==> config.mk <==
export PLATFORM = sky130hd
export DESIGN_NAME = id_ex_reg
export DESIGN_NICKNAME = d
export VERILOG_FILES = /design/src/rtl/cpu_defs_pkg.sv /design/src/rtl/load_use_detect.sv /design/src/rtl/id_ex_reg.sv
export SDC_FILE = /design/constraint.sdc
export NUM_CORES = 1
export LEC_CHECK = 0
export BUFFER_PORTS_ARGS = -buffer_cell sky130_fd_sc_hd__buf_2
export CAP_MARGIN = 20
export CELL_PAD_IN_SITES_DETAIL_PLACEMENT = 1
export CELL_PAD_IN_SITES_GLOBAL_PLACEMENT = 2
export CORE_ASPECT_RATIO = 0.7
export CORE_MARGIN = 4
export CORE_UTILIZATION = 24
export CTS_BUF_LIST = sky130_fd_sc_hd__clkbuf_4
export DETAILED_ROUTE_END_ITERATION = 16
export PLACE_DENSITY_LB_ADDON = 0.12
export SYNTH_ARGS = -nofsm -noshare
export SYNTH_HDL_FRONTEND = slang
export SYNTH_SLANG_ARGS = --single-unit
==> constraint.sdc <==
create_clock -name clk -period 5.3 [get_ports clk]
set_clock_uncertainty 0.1 [all_clocks]
set_input_delay 0 -clock clk [delete_from_list [all_inputs] [get_ports clk]]
set_output_delay 0 -clock clk [all_outputs]
set_load 0.005 [all_outputs]
==> src/rtl/cpu_defs_pkg.sv <==
// Shared RV32 core definitions: datapath widths, ALU opcodes and the ID/EX control bundle.
package cpu_defs_pkg;

    localparam int unsigned XLEN       = 32;
    localparam int unsigned REG_ADDR_W = 5;
    localparam int unsigned ALU_OP_W   = 5;

    localparam logic [ALU_OP_W-1:0] ALU_ADD  = 5'd0;
    localparam logic [ALU_OP_W-1:0] ALU_SUB  = 5'd1;
    localparam logic [ALU_OP_W-1:0] ALU_SLL  = 5'd2;
    localparam logic [ALU_OP_W-1:0] ALU_SLT  = 5'd3;
    localparam logic [ALU_OP_W-1:0] ALU_SLTU = 5'd4;
    localparam logic [ALU_OP_W-1:0] ALU_XOR  = 5'd5;
    localparam logic [ALU_OP_W-1:0] ALU_SRL  = 5'd6;
    localparam logic [ALU_OP_W-1:0] ALU_SRA  = 5'd7;
    localparam logic [ALU_OP_W-1:0] ALU_OR   = 5'd8;
    localparam logic [ALU_OP_W-1:0] ALU_AND  = 5'd9;
    localparam logic [ALU_OP_W-1:0] ALU_PASS = 5'd10;

    typedef struct packed {
        logic                  valid;
        logic                  rd_we;
        logic [REG_ADDR_W-1:0] rd_addr;
        logic                  mem_re;
        logic                  mem_we;
        logic [ALU_OP_W-1:0]   alu_op;
    } id_ex_ctrl_t;

endpackage

==> src/rtl/load_use_detect.sv <==
// Combinational load-use hazard term: a load in EX whose rd is read by the instruction in ID.
module load_use_detect import cpu_defs_pkg::*; (
    input  logic                  ex_valid,
    input  logic                  ex_mem_re,
    input  logic                  ex_rd_we,
    input  logic [REG_ADDR_W-1:0] ex_rd_addr,
    input  logic                  id_valid,
    input  logic                  id_rs1_re,
    input  logic [REG_ADDR_W-1:0] id_rs1_addr,
    input  logic                  id_rs2_re,
    input  logic [REG_ADDR_W-1:0] id_rs2_addr,
    output logic                  hazard_c
);

    logic ex_load_c;
    logic src_match_c;

    // x0 is never written, so a load targeting it cannot be a producer
    assign ex_load_c   = ex_valid & ex_mem_re & ex_rd_we & (ex_rd_addr != '0);
    assign src_match_c = (id_rs1_re & (id_rs1_addr == ex_rd_addr))
                       | (id_rs2_re & (id_rs2_addr == ex_rd_addr));
    assign hazard_c    = ex_load_c & id_valid & src_match_c;

endmodule

==> src/rtl/id_ex_reg.sv <==
// ID/EX pipeline register with load-use bubble insertion, flush, hold and a saturating bubble counter.
module id_ex_reg #(
    parameter int unsigned ALU_OP_W = 5,
    parameter int unsigned CNT_W    = 32
) (
    input  logic                clk,
    input  logic                rst,
    input  logic                hold_i,
    input  logic                flush_i,
    input  logic                valid_id_i,
    input  logic [31:0]         pc_id_i,
    input  logic                rs1_re_id_i,
    input  logic [4:0]          rs1_addr_id_i,
    input  logic [31:0]         rs1_data_id_i,
    input  logic                rs2_re_id_i,
    input  logic [4:0]          rs2_addr_id_i,
    input  logic [31:0]         rs2_data_id_i,
    input  logic [31:0]         imm_id_i,
    input  logic [ALU_OP_W-1:0] alu_op_id_i,
    input  logic                rd_we_id_i,
    input  logic [4:0]          rd_addr_id_i,
    input  logic                mem_re_id_i,
    input  logic                mem_we_id_i,
    output logic                valid_ex_o,
    output logic [31:0]         pc_ex_o,
    output logic [31:0]         rs1_data_ex_o,
    output logic [31:0]         rs2_data_ex_o,
    output logic [31:0]         imm_ex_o,
    output logic [ALU_OP_W-1:0] alu_op_ex_o,
    output logic                rd_we_ex_o,
    output logic [4:0]          rd_addr_ex_o,
    output logic                mem_re_ex_o,
    output logic                mem_we_ex_o,
    output logic                load_use_stall_o,
    output logic [CNT_W-1:0]    bubble_cnt_o
);

    import cpu_defs_pkg::*;

    localparam int unsigned CTRL_ALU_W = cpu_defs_pkg::ALU_OP_W;

    id_ex_ctrl_t      ctrl_q, ctrl_d;
    logic [XLEN-1:0]  pc_q, pc_d;
    logic [XLEN-1:0]  rs1_q, rs1_d;
    logic [XLEN-1:0]  rs2_q, rs2_d;
    logic [XLEN-1:0]  imm_q, imm_d;
    logic [CNT_W-1:0] cnt_q, cnt_d;
    logic             hazard_c;

    load_use_detect u_load_use_detect (
        .ex_valid    (ctrl_q.valid),
        .ex_mem_re   (ctrl_q.mem_re),
        .ex_rd_we    (ctrl_q.rd_we),
        .ex_rd_addr  (ctrl_q.rd_addr),
        .id_valid    (valid_id_i),
        .id_rs1_re   (rs1_re_id_i),
        .id_rs1_addr (rs1_addr_id_i),
        .id_rs2_re   (rs2_re_id_i),
        .id_rs2_addr (rs2_addr_id_i),
        .hazard_c    (hazard_c)
    );

    // A flushed or frozen pipe must not also freeze the front end
    assign load_use_stall_o = hazard_c & ~flush_i & ~hold_i & ~rst;

    // Next-state: flush > hold > bubble > normal load
    always_comb begin
        ctrl_d = ctrl_q;
        pc_d   = pc_q;
        rs1_d  = rs1_q;
        rs2_d  = rs2_q;
        imm_d  = imm_q;
        cnt_d  = cnt_q;

        if (flush_i || !hold_i) begin
            pc_d  = pc_id_i;
            rs1_d = rs1_data_id_i;
            rs2_d = rs2_data_id_i;
            imm_d = imm_id_i;
        end

        if (flush_i) begin
            ctrl_d = '0;
        end else if (!hold_i) begin
            ctrl_d.rd_addr = rd_addr_id_i;
            ctrl_d.alu_op  = CTRL_ALU_W'(alu_op_id_i);
            if (hazard_c) begin
                ctrl_d.valid  = 1'b0;
                ctrl_d.rd_we  = 1'b0;
                ctrl_d.mem_re = 1'b0;
                ctrl_d.mem_we = 1'b0;
                if (cnt_q != '1) begin
                    cnt_d = cnt_q + CNT_W'(1);
                end
            end else begin
                ctrl_d.valid  = valid_id_i;
                ctrl_d.rd_we  = rd_we_id_i  & valid_id_i;
                ctrl_d.mem_re = mem_re_id_i & valid_id_i;
                ctrl_d.mem_we = mem_we_id_i & valid_id_i;
            end
        end
    end

    always_ff @(posedge clk or posedge rst) begin
        if (rst) begin
            ctrl_q <= '0;
            pc_q   <= '0;
            rs1_q  <= '0;
            rs2_q  <= '0;
            imm_q  <= '0;
            cnt_q  <= '0;
        end else begin
            ctrl_q <= ctrl_d;
            pc_q   <= pc_d;
            rs1_q  <= rs1_d;
            rs2_q  <= rs2_d;
            imm_q  <= imm_d;
            cnt_q  <= cnt_d;
        end
    end

    assign valid_ex_o    = ctrl_q.valid;
    assign pc_ex_o       = pc_q;
    assign rs1_data_ex_o = rs1_q;
    assign rs2_data_ex_o = rs2_q;
    assign imm_ex_o      = imm_q;
    assign alu_op_ex_o   = ALU_OP_W'(ctrl_q.alu_op);
    assign rd_we_ex_o    = ctrl_q.rd_we;
    assign rd_addr_ex_o  = ctrl_q.rd_addr;
    assign mem_re_ex_o   = ctrl_q.mem_re;
    assign mem_we_ex_o   = ctrl_q.mem_we;
    assign bubble_cnt_o  = cnt_q;

endmodule

==> results of run 1 <==
==> logic make-up after synthesis <==
family / Yosys count / synth area share, %
AND/OR/NAND/NOR: 484 / 28.3
flip-flops: 174 / 61.6
XOR/XNOR: 41 / 5.08
buffers and inverters: 39 / 2.11
multiplexers: 11 / 1.58
AO/OA/AOI/OAI: 9 / 1.15
adder cells (fa/ha/maj): 1 / 0.177
==> through the flow <==
| stage | utilization, % | instances | area (sq um) | setup WS [ns] | hold WS, ns |
|---|---|---|---|---|---|
| after global placement | 31.5 | 1439 | 9120 | 2.65 | 0.0826 |
| after detailed placement | 31.5 | 1439 | 9120 | 2.58 | 0.0826 |
| after floorplan | - | 759 | 7060 | 0.471 | 0.0125 |
==> impl_results.rst, run 1 <==
.. list-table::
   :header-rows: 1

   * - Metric
     - Value
   * - Count leader, synth
     - sky130_fd_sc_hd__nand2_1
   * - Num ports
     - 333
   * - Syn_nets
     - 918
   * - Sequential cell area fraction in the yosys report
     - 61.6%
   * - Share of the synthesized area in the top cell type
     - 61.6%
   * - Synth area leader
     - sky130_fd_sc_hd__dfrtp_1
   * - Most used flip-flop cell after synthesis
     - sky130_fd_sc_hd__dfrtp_1
   * - Total clock sinks
     - 174
   * - Total clock buffers created by CTS
     - 17
   * - # resized after CTS
     - 0
   * - Count of state elements after synthesis
     - 174
   * - Maximum buffer depth of the clock tree
     - 2
   * - Initial cell density of the core
     - 24.4%
   * - Height of the die
     - 152 microns
   * - Biggest area contributors in the synthesized netlist
     - sky130_fd_sc_hd__dfrtp_1 62%, sky130_fd_sc_hd__nand2_1 21%, sky130_fd_sc_hd__xor2_1 2.6%, sky130_fd_sc_hd__xnor2_1 2.5%, sky130_fd_sc_hd__clkbuf_1 1.5%
   * - Last step reached
     - 4_1_cts
   * - Most frequent cells after synthesis
     - 398 x sky130_fd_sc_hd__nand2_1, 174 x sky130_fd_sc_hd__dfrtp_1, 29 x sky130_fd_sc_hd__clkbuf_1
   * - Last weighted congestion value of the routability-driven placer
     - 0.732
   * - Site row count
     - 52
   * - Final HPWL DP
     - 18.7 mm
   * - Die boundary width
     - 213 microns
   * - Count of different cell masters after synthesis
     - 37
   * - Count of hold buffers inserted by post-cts repair
     - 296
   * - Result of the run
     - stopped before the end
   * - Count of flip-flops with a built-in enable after synthesis
     - 0
   * - Mean area per synthesized cell
     - 9.31 sq um
   * - Number of buffers added on ports
     - 332
   * - Cell area after synthesis
     - 0.00706 sq mm
   * - Cell count after synthesis
     - 759
   * - Clock root buffer
     - sky130_fd_sc_hd__clkbuf_4
   * - Number of buffers added for setup after CTS
     - 0
   * - Error
     - [ERROR RSZ-0060] Max buffer count reached.
   * - Number of synthesis warnings
     - 0
   * - H-tree depth
     - 4
   * - Share of synthesized flip-flops with an asynchronous set or reset
     - 100%
==> run 2, diff against run 1 <==
CELL_PAD_IN_SITES_DETAIL_PLACEMENT = unset   (was 1)
CELL_PAD_IN_SITES_GLOBAL_PLACEMENT = unset   (was 2)
CORE_ASPECT_RATIO = unset   (was 0.7)
CORE_UTILIZATION = 20   (was 24)
CTS_BUF_LIST = unset   (was sky130_fd_sc_hd__clkbuf_4)
PLACE_DENSITY_LB_ADDON = 0.15   (was 0.12)
==> run 2 against run 1 <==
Net effect: the flow now finishes without violations; synthesized area is the same; synthesized cell count is the same.
==> impl_results.rst, run 2 <==
.. list-table::
   :header-rows: 1

   * - Metric
     - Value
   * - Number of detailed-route iterations in the first pass
     - 4
   * - Clock-pin transition on the worst setup and hold timing paths
     - 0.07 ns
   * - Number of antenna violations at the first check in global routing
     - 0
   * - Leakage power total
     - 6.15 nW
   * - Count of different cell masters after synthesis
     - 37 (unchanged)
   * - Share of cells above drive strength 1
     - 30.3%
   * - Antenna-violating nets left
     - 0
   * - CP Data Required Time
     - 5.56 ns
   * - Cell area after synthesis
     - 0.00706 sq mm (unchanged)
   * - Remaining global-route overflow
     - 0
   * - Final Max Slew Viols
     - 0
   * - Clock root buffer
     - sky130_fd_sc_hd__clkbuf_16
   * - Setup slack of the critical path after layout
     - 2.69 ns
   * - Total clock buffers created by CTS
     - 17 (unchanged)
   * - Number of buffers added on ports
     - 332 (unchanged)
   * - RSZ-0062 raised after global routing
     - false
   * - Clock tree from TritonCTS
     - built
   * - Share of the synthesized area in the top cell type
     - 61.6% (unchanged)
   * - Num ports
     - 333 (unchanged)
   * - Layout net count
     - 1404
   * - Leading cell types in the layout, fill and taps excluded
     - 398 x sky130_fd_sc_hd__nand2_1, 332 x sky130_fd_sc_hd__buf_2, 174 x sky130_fd_sc_hd__dfrtp_1
   * - Total die area
     - 0.0384 sq mm
   * - Sequential cell area fraction in the yosys report
     - 61.6% (unchanged)
   * - Crit-path slowest cell
     - sky130_fd_sc_hd__nand3_1
   * - Pre-CTS setup slack
     - 2.69 ns (+0.101 ns)
   * - Result of the run
     - complete, no violations
   * - Most frequent cells after synthesis
     - 398 x sky130_fd_sc_hd__nand2_1, 174 x sky130_fd_sc_hd__dfrtp_1, 29 x sky130_fd_sc_hd__clkbuf_1
   * - Number of inserted filler cells in the final layout
     - 3690
   * - Site row count
     - 68 (+31%)
   * - Final HPWL DP
     - 17.2 mm (-7.7%)
   * - Commonest non-fill, non-tap cell in the layout
     - sky130_fd_sc_hd__nand2_1
   * - Count of state elements after synthesis
     - 174 (unchanged)
   * - Setup TNS after final layout
     - 0 ns
   * - Total global routing track utilization
     - 13.2%
   * - Maximum number of pins on one net before global-route repair
     - 105
   * - Clk Latency, worst-skew pair
     - 0.44 ns
   * - Crit path cell chain
     - xnor2_1, nand4_1, o22ai_1, nand3_1, nor4_1, xor2_1
   * - Cell count after synthesis
     - 759 (unchanged)
   * - Height of the die
     - 196 microns (+29%)
   * - CP Launch Type
     - flip-flop
   * - Count of hold buffers inserted by post-cts repair
     - 166 (-44%)
   * - Pwr dens
     - 282 mW/mm^2
   * - Sequential cell area in the final layout
     - 0.00435 sq mm
   * - Setup violation total in the final timing report
     - 0
   * - Clock period minus final worst setup slack
     - 2.61 ns
   * - Bufs and invs on worst path
     - 0
   * - First-pass GRT wire length
     - 40.5 mm
   * - Arr. time, crit path
     - 2.88 ns
   * - Cell type group with the largest total delay on the critical path
     - simple AND/OR/NAND/NOR gates
   * - Share of synthesized flip-flops with an asynchronous set or reset
     - 100% (unchanged)
   * - Die boundary width
     - 196 microns (-8.0%)
   * - Maximum buffer depth of the clock tree
     - 2 (unchanged)
   * - Per-cell routed wire length
     - 14.6 microns
   * - Multi-input logic area
     - 0.00258 sq mm
   * - Slew of the pin with the lowest slew margin
     - 0.887 ns
   * - Rel. slew slack
     - 40.9%
   * - Iteration-0 DRC count of the detailed router
     - 172
   * - Biggest area contributors in the synthesized netlist
     - sky130_fd_sc_hd__dfrtp_1 62%, sky130_fd_sc_hd__nand2_1 21%, sky130_fd_sc_hd__xor2_1 2.6%, sky130_fd_sc_hd__xnor2_1 2.5%, sky130_fd_sc_hd__clkbuf_1 1.5%
   * - Highest ir drop seen on vdd
     - 0.217 mV
   * - Total clock sinks
     - 174 (unchanged)
   * - Total wirelength of the detailed-routed design
     - 25.0 mm
   * - Antenna fix cells
     - 0
   * - Maximum net fanout on the critical path
     - 16
   * - H-tree depth
     - 4 (unchanged)
   * - Synth area leader
     - sky130_fd_sc_hd__dfrtp_1
   * - Last weighted congestion value of the routability-driven placer
     - 0.755 (+3.1%)
   * - Count leader, synth
     - sky130_fd_sc_hd__nand2_1
   * - Worst min path class
     - input pin to flip-flop
   * - Category of the most critical setup path
     - flip-flop to flip-flop
   * - Most used flip-flop cell after synthesis
     - sky130_fd_sc_hd__dfrtp_1
   * - Routed vias
     - 6760
   * - Final period util
     - 49.3%
   * - Standard cell core area
     - 0.0347 sq mm
   * - Vias in the first global route
     - 7212
   * - Number of synthesis warnings
     - 0 (unchanged)
   * - Hold Violations, Final
     - 0
   * - Count of flip-flops with a built-in enable after synthesis
     - 0 (unchanged)
   * - Delay of the slowest cell on the worst path
     - 0.62 ns
   * - Average via count per standard cell
     - 3.95
   * - Number of buffers added for setup after CTS
     - 0 (unchanged)
   * - DRC violation count after routing
     - 0
   * - Highest Clock Rate
     - 382 MHz
   * - Mean area per synthesized cell
     - 9.31 sq um (unchanged)
   * - Syn_nets
     - 918 (unchanged)
   * - Endpoint kind of the worst setup timing path
     - flip-flop
   * - # resized after CTS
     - 0 (unchanged)
   * - Maxcap violations
     - 0
   * - Initial cell density of the core
     - 20.3% (-4.0 points)
   * - Area delta synth->final
     - 62.9%
run 2: final cells by class:
type,instances,area share [%]
Sequential cell,174,37.9
Multi-Input combinational cell,546,22.4
Tap cell,455,4.95
Clock buffer,20,3.88
Clock inverter,12,1.38
Timing Repair Buffer,502,29.4
Inverter,4,0.174
run 2: stage by stage:
step	util, %	area (sq um)	power [mW]	hold WS (ns)	std cells
final	33.1	11500	3.25	0.101	1713
after global routing	33.1	11500	3.44	0.128	1713
after CTS	33.1	11500	3.32	0.0713	1713
after detailed placement	26.6	9240	1.84	0.0988	1515
after global placement	26.6	9240	1.84	0.0949	1515
after floorplan	-	7060	1.63	0.0125	759
run 2: cells by family (layout without fill, tap and decap cells):
family | count (synthesis) | in the layout | share of synthesized area [%]
AO/OA/AOI/OAI | 9 | 9 | 1.15
XOR/XNOR | 41 | 41 | 5.08
adder cells (fa/ha/maj) | 1 | 1 | 0.177
buffers and inverters | 39 | 538 | 2.11
flip-flops | 174 | 174 | 61.6
multiplexers | 11 | 11 | 1.58
AND/OR/NAND/NOR | 484 | 484 | 28.3
run 2: metal layers:
metal	share of wire [%]	track usage, %	vias up
met2	47	21.1	220
li1	-	-	3348
met5	0	0	-
met4	2.0	4.22	0
met3	8.4	5.58	35
met1	43	16.1	3157
run 2: path summary, 6_finish.rpt:
check | start | to | slack [ns] | depth (start not counted)
max in group asynchronous | rst | rs1_data_ex_o[14]$_DFFE_PP0P_ | 3.93 | 4
hold / removal | rs1_re_id_i | bubble_cnt_o[0]$_DFFE_PP0P_ | 0.10 | 5
min in group asynchronous | rst | imm_ex_o[0]$_DFFE_PP0P_ | 0.18 | 3
setup reg to reg | rd_addr_ex_o[2]$_DFFE_PP0P_ | bubble_cnt_o[22]$_DFFE_PP0P_ | 2.69 | 6
hold reg to reg | rs1_data_ex_o[27]$_DFFE_PP0P_ | rs1_data_ex_o[27]$_DFFE_PP0P_ | 0.36 | 2
setup / recovery | rd_addr_ex_o[2]$_DFFE_PP0P_ | bubble_cnt_o[22]$_DFFE_PP0P_ | 2.69 | 6
run 2: worst min-delay path, cell delays in order:
cell and delay [ns]:
sky130_fd_sc_hd__buf_2 0.10, sky130_fd_sc_hd__nand2_1 0.05, sky130_fd_sc_hd__o22ai_1 0.13, sky130_fd_sc_hd__nand3_2 0.23, sky130_fd_sc_hd__xnor2_1 0.09
run 2: where the power goes:
group          switching, mW  internal [mW]
clock                  0.580          0.761
combinational          0.212          0.233
sequential            0.0472           1.41
total                  0.839           2.41
No activity file was read; power rests on OpenSTA's default activity.
==> run 3, diff against run 2 <==
ABC_AREA = 1   (was unset)
clock period = 2.21 ns   (was 5.3 ns; I/O delays follow)
==> run 3 against run 2 <==
Net effect: synthesized area up 13%; cell count grew 3.2%; critical path depth rose by 3; non-clock buffer count grew 8; via count grew 3.0%; worst hold slack got worse by 0.063 ns; synthesized cell count is 3.6% lower; routed wire length increased by 8.3%; critical path type is now flip-flop to output port.
==> impl_results.rst, run 3 <==
.. list-table::
   :header-rows: 1

   * - Metric
     - Value
   * - Total power draw
     - 7.65 mW (+140%)
   * - Worst-case reg-to-reg path depth
     - 10 (+4)
   * - Post-placement cell count
     - 1572 (+3.8%)
   * - Clock-pin transition on the worst setup and hold timing paths
     - 0.07 ns (about the same)
   * - Category of the most critical setup path
     - flip-flop to output port
   * - Standard cell core area
     - 0.0391 sq mm (+13%)
   * - Multi-input logic area
     - 0.00324 sq mm (+26%)
   * - Commonest non-fill, non-tap cell in the layout
     - sky130_fd_sc_hd__buf_2
   * - Total clock buffers created by CTS
     - 17 (unchanged)
   * - Mean area per synthesized cell
     - 10.9 sq um (+17%)
   * - Maxcap violations
     - 0 (unchanged)
   * - Final Max Slew Viols
     - 0 (unchanged)
   * - Site row count
     - 72 (+5.9%)
   * - Highest ir drop seen on vdd
     - 0.497 mV (+130%)
   * - Final HPWL DP
     - 20.2 mm (+17%)
   * - Switching share of total power
     - 25.5% (-0.33 points)
   * - Count of hold buffers inserted by post-cts repair
     - 163 (-1.8%)
   * - Count of different cell masters after synthesis
     - 27 (-27%)
   * - Antenna-violating nets left
     - 0 (unchanged)
   * - Syn_nets
     - 891 (-2.9%)
   * - Power Internal
     - 5.70 mW (+140%)
   * - Worst min path class
     - input pin to flip-flop
   * - First-pass GRT wire length
     - 43.4 mm (+7.1%)
   * - Sequential cell area fraction in the yosys report
     - 54.5% (-7.1 points)
   * - Number of buffers added for setup after CTS
     - 0 (unchanged)
   * - Endpoint kind of the worst setup timing path
     - output port
   * - H-tree depth
     - 4 (unchanged)
   * - Start of the worst register-to-register path
     - rd_addr_ex_o[1]$_DFFE_PP0P_
   * - Leading cell types in the layout, fill and taps excluded
     - 332 x sky130_fd_sc_hd__buf_2, 174 x sky130_fd_sc_hd__dfrtp_1, 163 x sky130_fd_sc_hd__dlygate4sd3_1
   * - Antenna fix cells
     - 0 (unchanged)
   * - Hold-critical path depth
     - 4 (-1)
   * - Remaining global-route overflow
     - 0 (unchanged)
   * - Die boundary width
     - 208 microns (+6.1%)
   * - Share of the synthesized area in the top cell type
     - 54.5% (-7.1 points)
   * - Number of inserted filler cells in the final layout
     - 4107 (+11%)
   * - Per-cell routed wire length
     - 15.3 microns (+5.0%)
   * - Hold Violations, Final
     - 0 (unchanged)
   * - Clk Latency, worst-skew pair
     - 0.43 ns (about the same)
   * - Arr. time, crit path
     - 1.92 ns (-0.96 ns)
   * - Pwr dens
     - 611 mW/mm^2 (+120%)
   * - Cell area after synthesis
     - 0.00799 sq mm (+13%)
   * - Clock tree from TritonCTS
     - built
   * - Rel. slew slack
     - 57.5% (+17 points)
   * - Number of antenna violations at the first check in global routing
     - 0 (unchanged)
   * - Total clock sinks
     - 174 (unchanged)
   * - Most used flip-flop cell after synthesis
     - sky130_fd_sc_hd__dfrtp_1
   * - Final non-filler cell total
     - 1767 (+3.2%)
   * - Last weighted congestion value of the routability-driven placer
     - 0.777 (+2.9%)
   * - Number of detailed-route iterations in the first pass
     - 4 (unchanged)
   * - Switching Power
     - 1.95 mW (+130%)
   * - Total global routing track utilization
     - 12.6% (-0.57 points)
   * - Layout net count
     - 1395 (-0.64%)
   * - DRC violation count after routing
     - 0 (unchanged)
   * - Setup slack of the critical path after layout
     - 0.185 ns (-2.50 ns)
   * - Hold path endpoint
     - alu_op_ex_o[4]$_DFFE_PP0P_
   * - Initial cell density of the core
     - 20.4% (+0.083 points)
   * - Maximum number of pins on one net before global-route repair
     - 107 (+1.9%)
   * - Count of flip-flops with a built-in enable after synthesis
     - 0 (unchanged)
   * - Share of cells above drive strength 1
     - 45.6% (+15 points)
   * - Total wirelength of the detailed-routed design
     - 27.1 mm (+8.3%)
   * - Iteration-0 DRC count of the detailed router
     - 279 (+62%)
   * - Final hold slack
     - 0.0376 ns (-0.0630 ns)
   * - Clock root buffer
     - sky130_fd_sc_hd__clkbuf_16
   * - Slew of the pin with the lowest slew margin
     - 0.637 ns (-0.249 ns)
   * - Biggest area contributors in the synthesized netlist
     - sky130_fd_sc_hd__dfrtp_1 55%, sky130_fd_sc_hd__mux2_2 18%, sky130_fd_sc_hd__nand2_1 7.1%, sky130_fd_sc_hd__o21bai_1 3.0%, sky130_fd_sc_hd__nand2_2 2.8%
   * - Leakage power total
     - 6.26 nW (+1.7%)
   * - Most frequent cells after synthesis
     - 174 x sky130_fd_sc_hd__dfrtp_1, 151 x sky130_fd_sc_hd__nand2_1, 128 x sky130_fd_sc_hd__mux2_2
   * - Sequential cell area in the final layout
     - 0.00435 sq mm (unchanged)
   * - Share of total power in combinational logic
     - 14.0% (+0.3 points)
   * - Num ports
     - 333 (unchanged)
   * - Height of the die
     - 208 microns (+6.1%)
   * - Highest Clock Rate
     - 494 MHz
   * - Area delta synth->final
     - 56.8%
   * - Cell count after synthesis
     - 732 (-3.6%)
   * - CP Data Required Time
     - 2.11 ns (-3.45 ns)
   * - # resized after CTS
     - 0 (unchanged)
   * - Vias in the first global route
     - 7627 (+5.8%)
   * - Clock period minus final worst setup slack
     - 2.02 ns
   * - Final period util
     - 91.6%
   * - Count of state elements after synthesis
     - 174 (unchanged)
   * - Number of buffers added on ports
     - 332 (unchanged)
   * - FF-to-FF setup slack
     - 0.22 ns (-2.47 ns)
   * - Share of synthesized flip-flops with an asynchronous set or reset
     - 100% (unchanged)
   * - Average via count per standard cell
     - 3.94 (-0.12%)
   * - Clock power share
     - 40.3% (-1.0 points)
   * - Routed vias
     - 6965 (+3.0%)
   * - Result of the run
     - complete, no violations
   * - Maximum net fanout on the critical path
     - 5 (-11)
   * - Total die area
     - 0.0432 sq mm (+13%)
   * - Number of synthesis warnings
     - 0 (unchanged)
   * - Fraction of power consumed by sequential logic
     - 45.7% (+0.7 points)
   * - Hold path start
     - hold_i
   * - Setup violation total in the final timing report
     - 0 (unchanged)
   * - Synth area leader
     - sky130_fd_sc_hd__dfrtp_1
   * - Count leader, synth
     - sky130_fd_sc_hd__dfrtp_1
   * - RSZ-0062 raised after global routing
     - false
   * - Maximum buffer depth of the clock tree
     - 2 (unchanged)
   * - CP Launch Type
     - flip-flop
   * - Critical register-to-register path endpoint
     - valid_ex_o$_DFFE_PP0P_
   * - Pre-CTS setup slack
     - 0.315 ns (-2.37 ns)
run 3: final cells by class:
cell class	instances	area share, %
Inverter	59	1.80
Sequential cell	174	34.8
Tap cell	518	5.18
Clock buffer	20	3.73
Timing Repair Buffer	510	27.7
Multi-Input combinational cell	474	25.8
Clock inverter	12	0.989
run 3: cells by family after synthesis:
family | synth area share (%)
AOI/OAI and AO/OA | 3.63
xor gates and xnor gates | 1.86
adders and majority gates | 0.157
muxes | 18.0
buffers and inverters | 5.04
DFF | 54.5
and+or+nand+nor | 16.7
run 3: power by group through the flow:
stage | clock network, mW | registers, mW | logic (mW)
after floorplan | 0 | 3.58 | 0.350
after global placement | 0 | 3.55 | 0.878
after detailed placement | 0 | 3.55 | 0.873
after global routing | 3.34 | 3.53 | 1.18
final | 3.08 | 3.50 | 1.07
after CTS | 3.22 | 3.50 | 1.10
run 3: critical path: stages, from the launching register on:
cell,delay [ns]
sky130_fd_sc_hd__dfrtp_1,0.44
sky130_fd_sc_hd__inv_2,0.07
sky130_fd_sc_hd__nand2_1,0.06
sky130_fd_sc_hd__nand2_1,0.04
sky130_fd_sc_hd__nor2_1,0.10
sky130_fd_sc_hd__nand3_1,0.10
sky130_fd_sc_hd__nand2_2,0.10
sky130_fd_sc_hd__nand3_4,0.12
sky130_fd_sc_hd__nor3_1,0.27
sky130_fd_sc_hd__buf_2,0.18
run 3: worst max path at each step:
stage	start	endpoint	depth (start not counted)
6_report	rd_addr_ex_o[1]$_DFFE_PP0P_	load_use_stall_o	9
4_1_cts	rd_addr_ex_o[4]$_DFFE_PP0P_	load_use_stall_o	9
3_3_place_gp	bubble_cnt_o[4]$_DFFE_PP0P_	bubble_cnt_o[31]$_DFFE_PP0P_	9
3_5_place_dp	bubble_cnt_o[1]$_DFFE_PP0P_	bubble_cnt_o[1]$_DFFE_PP0P_	11
5_1_grt	rd_addr_ex_o[1]$_DFFE_PP0P_	valid_ex_o$_DFFE_PP0P_	10
2_1_floorplan	rst	alu_op_ex_o[0]$_DFFE_PP0P_	1
run 3: metal layers:
metal  GRT usage [%]  share of wire, %  vias up
met2            21.5                49      212
met1            15.1                42     3333
met4            3.47               1.7        0
met5               0                 0        -
li1                -                 -     3398
met3            4.49               7.1       22
run 3: per-stage QoR:
| step | utilization (%) | instance area (sq um) | TNS [ns] |
|---|---|---|---|
| after floorplan | - | 7990 | -19.95 |
| after global placement | 26.3 | 10300 | 0 |
| after detailed placement | 26.3 | 10300 | 0 |
| after CTS | 32.0 | 12500 | 0 |
| after global routing | 32.0 | 12500 | 0 |
| final | 32.0 | 12500 | 0 |
